==> src/rtl/gobou_mac_bias.sv <==
`timescale 1ns/1ps
// Fully-connected neuron MAC stage: accumulates signed pixel*weight products, adds the
// neuron bias, rescales to DWIDTH with saturation and strobes one result per job.
module gobou_mac_bias #(
    parameter int unsigned DWIDTH    = 16,
    parameter int unsigned FRACWIDTH = 8,
    parameter int unsigned LENWIDTH  = 12,
    parameter int unsigned ACCWIDTH  = 44
) (
    input  logic                       clk,
    input  logic                       xrst,
    input  logic                       start,
    input  logic [LENWIDTH-1:0]        total_in,
    input  logic signed [DWIDTH-1:0]   bias,
    input  logic                       in_valid,
    input  logic signed [DWIDTH-1:0]   pixel,
    input  logic signed [DWIDTH-1:0]   weight,
    output logic                       busy,
    output logic                       out_en,
    output logic signed [DWIDTH-1:0]   pixel_out,
    output logic                       sat
);

    localparam int unsigned PWIDTH = 2 * DWIDTH;

    // Output range limits, expressed at accumulator width for signed comparison
    localparam logic signed [ACCWIDTH-1:0] L_MAX =
        {{(ACCWIDTH-DWIDTH+1){1'b0}}, {(DWIDTH-1){1'b1}}};
    localparam logic signed [ACCWIDTH-1:0] L_MIN =
        {{(ACCWIDTH-DWIDTH+1){1'b1}}, {(DWIDTH-1){1'b0}}};

    typedef enum logic [2:0] {
        S_IDLE,
        S_ACC,
        S_DRAIN,
        S_BIAS,
        S_EMIT
    } state_t;

    state_t                     r_state;
    logic signed [ACCWIDTH-1:0] r_acc;
    logic signed [PWIDTH-1:0]   r_prod;
    logic                       r_prod_vld;
    logic [LENWIDTH-1:0]        r_count;
    logic [LENWIDTH-1:0]        r_total;
    logic signed [DWIDTH-1:0]   r_bias;
    logic                       r_out_en;
    logic                       r_sat;
    logic signed [DWIDTH-1:0]   r_pixel_out;

    logic signed [PWIDTH-1:0]   w_prod;
    logic [LENWIDTH-1:0]        w_count_nxt;
    logic signed [ACCWIDTH-1:0] w_prod_ext;
    logic signed [ACCWIDTH-1:0] w_acc_add;
    logic signed [ACCWIDTH-1:0] w_bias_ext;
    logic signed [ACCWIDTH-1:0] w_shift;
    logic                       w_hi;
    logic                       w_lo;

    // Product of the current beat; the registered copy is folded in one cycle later
    assign w_prod      = PWIDTH'(pixel) * PWIDTH'(weight);
    assign w_count_nxt = r_count + LENWIDTH'(1);
    assign w_prod_ext  = ACCWIDTH'(r_prod);
    assign w_acc_add   = r_prod_vld ? (r_acc + w_prod_ext) : r_acc;
    assign w_bias_ext  = ACCWIDTH'(r_bias) <<< FRACWIDTH;

    // Floor rescale and clip detection for the result
    assign w_shift = r_acc >>> FRACWIDTH;
    assign w_hi    = (w_shift > L_MAX);
    assign w_lo    = (w_shift < L_MIN);

    always_ff @(posedge clk or posedge xrst) begin
        if (xrst) begin
            r_state     <= S_IDLE;
            r_acc       <= '0;
            r_prod      <= '0;
            r_prod_vld  <= 1'b0;
            r_count     <= '0;
            r_total     <= '0;
            r_bias      <= '0;
            r_out_en    <= 1'b0;
            r_sat       <= 1'b0;
            r_pixel_out <= '0;
        end else begin
            r_out_en <= 1'b0;
            case (r_state)
                S_IDLE: begin
                    if (start) begin
                        r_total    <= total_in;
                        r_bias     <= bias;
                        r_acc      <= '0;
                        r_count    <= '0;
                        r_prod_vld <= 1'b0;
                        r_state    <= (total_in == '0) ? S_BIAS : S_ACC;
                    end
                end
                S_ACC: begin
                    r_acc      <= w_acc_add;
                    r_prod_vld <= in_valid;
                    if (in_valid) begin
                        r_prod  <= w_prod;
                        r_count <= w_count_nxt;
                        if (w_count_nxt == r_total) begin
                            r_state <= S_DRAIN;
                        end
                    end
                end
                S_DRAIN: begin
                    r_acc      <= w_acc_add;
                    r_prod_vld <= 1'b0;
                    r_state    <= S_BIAS;
                end
                S_BIAS: begin
                    r_acc   <= r_acc + w_bias_ext;
                    r_state <= S_EMIT;
                end
                S_EMIT: begin
                    r_out_en <= 1'b1;
                    r_sat    <= w_hi | w_lo;
                    if (w_hi) begin
                        r_pixel_out <= L_MAX[DWIDTH-1:0];
                    end else if (w_lo) begin
                        r_pixel_out <= L_MIN[DWIDTH-1:0];
                    end else begin
                        r_pixel_out <= w_shift[DWIDTH-1:0];
                    end
                    r_state <= S_IDLE;
                end
                default: begin
                    r_state <= S_IDLE;
                end
            endcase
        end
    end

    assign busy      = (r_state != S_IDLE);
    assign out_en    = r_out_en;
    assign pixel_out = r_pixel_out;
    assign sat       = r_sat;

endmodule

==> config.mk <==
export PLATFORM = sky130hd
export DESIGN_NAME = gobou_mac_bias
export DESIGN_NICKNAME = d
export VERILOG_FILES = /design/src/rtl/gobou_mac_bias.sv
export SDC_FILE = /design/constraint.sdc
export NUM_CORES = 1
export LEC_CHECK = 0
export BUFFER_PORTS_ARGS = -buffer_cell sky130_fd_sc_hd__buf_2
export CAP_MARGIN = 20
export CELL_PAD_IN_SITES_DETAIL_PLACEMENT = 0
export CELL_PAD_IN_SITES_GLOBAL_PLACEMENT = 1
export CORE_ASPECT_RATIO = 0.5
export CORE_MARGIN = 1
export CORE_UTILIZATION = 45
export CTS_CLUSTER_SIZE = 12
export DETAILED_ROUTE_END_ITERATION = 10
export PLACE_DENSITY = 0.87
export REMOVE_ABC_BUFFERS = 1
export SLEW_MARGIN = 20
export SYNTH_ARGS = -nofsm -noshare
export SYNTH_HDL_FRONTEND = slang
export SYNTH_SLANG_ARGS = --single-unit
==> constraint.sdc <==
create_clock -name clk -period 4 [get_ports clk]
set_input_delay 0.4 -clock clk [delete_from_list [all_inputs] [get_ports clk]]
set_output_delay 0.4 -clock clk [all_outputs]
set_load 0.03 [all_outputs]
==> results_dict.tcl <==
set metrics [dict create \
    outcome "complete, but fails checks" \
    violations "negative setup slack" \
    relSlewSlack 0.4536 \
    cp_cell_sequence "buf_12 -> buf_6 -> and2_4 -> fa_1 -> inv_1 -> fa_1 -> fa_2 -> inv_2 -> fa_1 -> fa_1 -> inv_1 -> fa_1 -> inv_2 -> ha_4 -> a21oi_2 -> o21bai_1 -> a21oi_2 -> nor2b_1 -> o21ai_1 -> o2bb2ai_2 -> a21oi_4 -> o31a_1 -> o21a_1 -> o31ai_2" \
    crit_buf_inv 6 \
    coreArea_mm2 0.04231 \
    dieArea_mm2 0.04410 \
    synthFlopType "dfrtp_1" \
    wl_met1_um 23580 \
    portBuffers 82 \
    cts_root_buf "clkbuf_16" \
    crit_start "weight[6]" \
    fin_ws_ps -1511 \
    hold_class "in2async" \
    report.final.hold_viol_count 0 \
    overflow 0 \
    path_class "in2reg" \
    final_nets 2938 \
    grt.total_usage 0.2419 \
    netlist_instances 2198 \
    required_ps 4340 \
    rrSetupSlack_ps 330 \
    area_delta_synth_final_pct 22.79 \
    vias 16138 \
    worst_clock_skew_ps 13.11 \
    routed-wl-met3_um 2200 \
    synth_top_area_cell "fa_1" \
    vias_per_cell 5.310 \
    cts_tree "yes" \
    path_max_fanout 8 \
    wl_met2_um 24840 \
    reg2reg_from "r_acc[17]" \
    layout_common_cells "inv_1 (298), nand2_1 (251), fa_1 (247), buf_4 (189), dfrtp_1 (138)" \
    setup_violations 23 \
    routabilityCongestion 0.9283 \
    initial_core_util 0.4597 \
    worstSetupEndpoint "r_prod[30]" \
    netlist.area_leader.share 0.2718 \
    yosys_warnings 0 \
    clkSlewWorstSetupHoldPaths_ps 60 \
    cp.arrival_ps 5850 \
    fin_util 0.5644 \
    fp.dieW_um 296.0 \
    final_common_cell "inv_1" \
    firstDrtPassIters 5 \
    drive_gt1_frac 0.2250 \
    routed_wl_um 51710 \
    drc 0 \
    clockBufferDepth 2 \
    cp-end-kind "flip-flop" \
    fp.dieH_um 149.0 \
    grt_pass1_vias 16860 \
    maxCapViolCount 0 \
    rsz0062_at_grt "yes" \
    crit_family "adder cells" \
    n_antenna_cell 0 \
    fin_crit_sh 1.378 \
    worst_pin_slew_ps 819.7 \
    cp_slowest_cell "fa_2" \
    cts.sinks 138 \
    ios 83 \
    insertion_delay_ps 440 \
    dr.first_iter.drc_count 1057 \
    numCtsBuffers 17 \
    top_layer "met4" \
    hold_buffers 0 \
    ys_ff_latch 138 \
    avgSynthCellArea_um2 8.848 \
    crit_top_cell "fa_1" \
    grt_pass1_wl_um 85300 \
    synth-edff-count 0 \
    n_fill_cell 3709 \
    period_minus_slack_ps 5511 \
    ant_nets 0 \
    fmax_mhz 181.5 \
    syn_area_mm2 0.01945 \
    critPathMaxStageDelay_ps 550 \
    reg2regPathDepth 11 \
    hpwl_um 39730 \
    wl_per_cell_um 17.01 \
    antenna_found_initial 0 \
    synth_cell_types 69 \
    timing.rr.end "r_acc[40]" \
    startpoint_type "input pin" \
    row_count 53 \
    synth-async-reset-ratio 1.000 \
    grt_max_degree 79 \
    worstSetupPathDepth 24 \
    htree_levels 4 \
    slew_viol_final 0 \
    ys_seq_area_frac 0.1776 \
    synth.area.top_cells "fa_1 (27%), dfrtp_1 (18%), ha_1 (10%)" \
]
cell families after synthesis:
family,after synthesis,share of synthesized area
AO/OA/AOI/OAI,414,0.1340
buffers and inverters,411,0.07952
AND/OR/NAND/NOR,652,0.1583
XOR/XNOR,123,0.05539
adder cells (fa/ha/maj),425,0.3753
flip-flops,138,0.1776
multiplexers,35,0.01988
final cells by class:
| class | instances | area [µm²] | share of cell area |
|---|---|---|---|
| Clock inverter | 13 | 181.4 | 0.007597 |
| Timing Repair Buffer | 309 | 2546 | 0.1066 |
| Tap cell | 577 | 721.9 | 0.03023 |
| Multi-Input combinational cell | 1649 | 15280 | 0.6398 |
| Inverter | 334 | 1265 | 0.05297 |
| Sequential cell | 138 | 3453 | 0.1446 |
| Clock buffer | 19 | 432.9 | 0.01813 |
how the worst min path moves through the flow:
stage | from | endpoint | slack (ps) | cells past startpoint
after floorplan | r_prod[0] | r_prod[0] | 440 | 2
after global placement | pixel_out[3] | pixel_out[3] | 460 | 2
after detailed placement | r_prod_vld | r_prod_vld | 460 | 2
after CTS | xrst | pixel_out[7] | 130 | 2
after global routing | xrst | pixel_out[7] | 170 | 2
final | xrst | pixel_out[7] | 100 | 2
synthesized netlist by cell type, types with 4 or more instances:
cell type / count
nand4_1: 18
nor2b_1: 16
a211oi_1: 11
a21oi_1: 85
a2111oi_0: 4
ha_1: 161
o21ai_0: 145
inv_1: 333
fa_1: 264
and2_1: 128
o21a_1: 20
o21bai_1: 9
nand2_1: 263
nand3_1: 24
a221o_1: 4
a22oi_1: 10
nor3_1: 19
mux2_2: 29
a221oi_1: 20
xor2_1: 42
or3_1: 12
nor2_1: 126
and3_1: 13
nor4_1: 8
dfrtp_1: 138
o31ai_1: 7
a31oi_1: 15
clkbuf_1: 73
o31a_1: 4
nand2b_1: 12
o211ai_1: 5
o21ai_1: 10
xnor2_1: 81
mux2i_1: 6
o41ai_1: 5
a21o_1: 32
registers in the layout, indices dropped and copies added, names as in the netlist:
register	flops
r_acc	44
r_prod	32
pixel_out	16
r_bias	16
r_count	12
r_total	12
r_state	3
out_en	1
r_prod_vld	1
sat	1
through the flow:
step                setup slack, ps  instances  TNS, ps  area (µm²)  hold WS (ps)
CTS                           -1347       3031   -23020       23630         129.6
global route                  -1689       3039   -30370       23880         165.1
detailed placement            -2334       2967   -44530       21830         464.9
finish                        -1511       3039   -25730       23880         97.66
floorplan                     -1876       2121   -63250       19150         442.8
global placement              -2185       2967   -43230       21830         460.5
timing repair:
item,in CTS,in global routing
pin swaps,182,40
resized for setup,253,45
cloned,1,0
setup buffers,33,8
setup endpoints to repair,25,25
routing by layer:
metal / vias to the layer above / track usage
li1: 7676 / -
met1: 8034 / 0.3357
met2: 356 / 0.4064
met3: 72 / 0.02026
met4: 0 / 0.06881
met5: - / 0
Power is not shown: default switching activity piles up to over one toggle a cycle in this logic, so the estimate is an artifact.
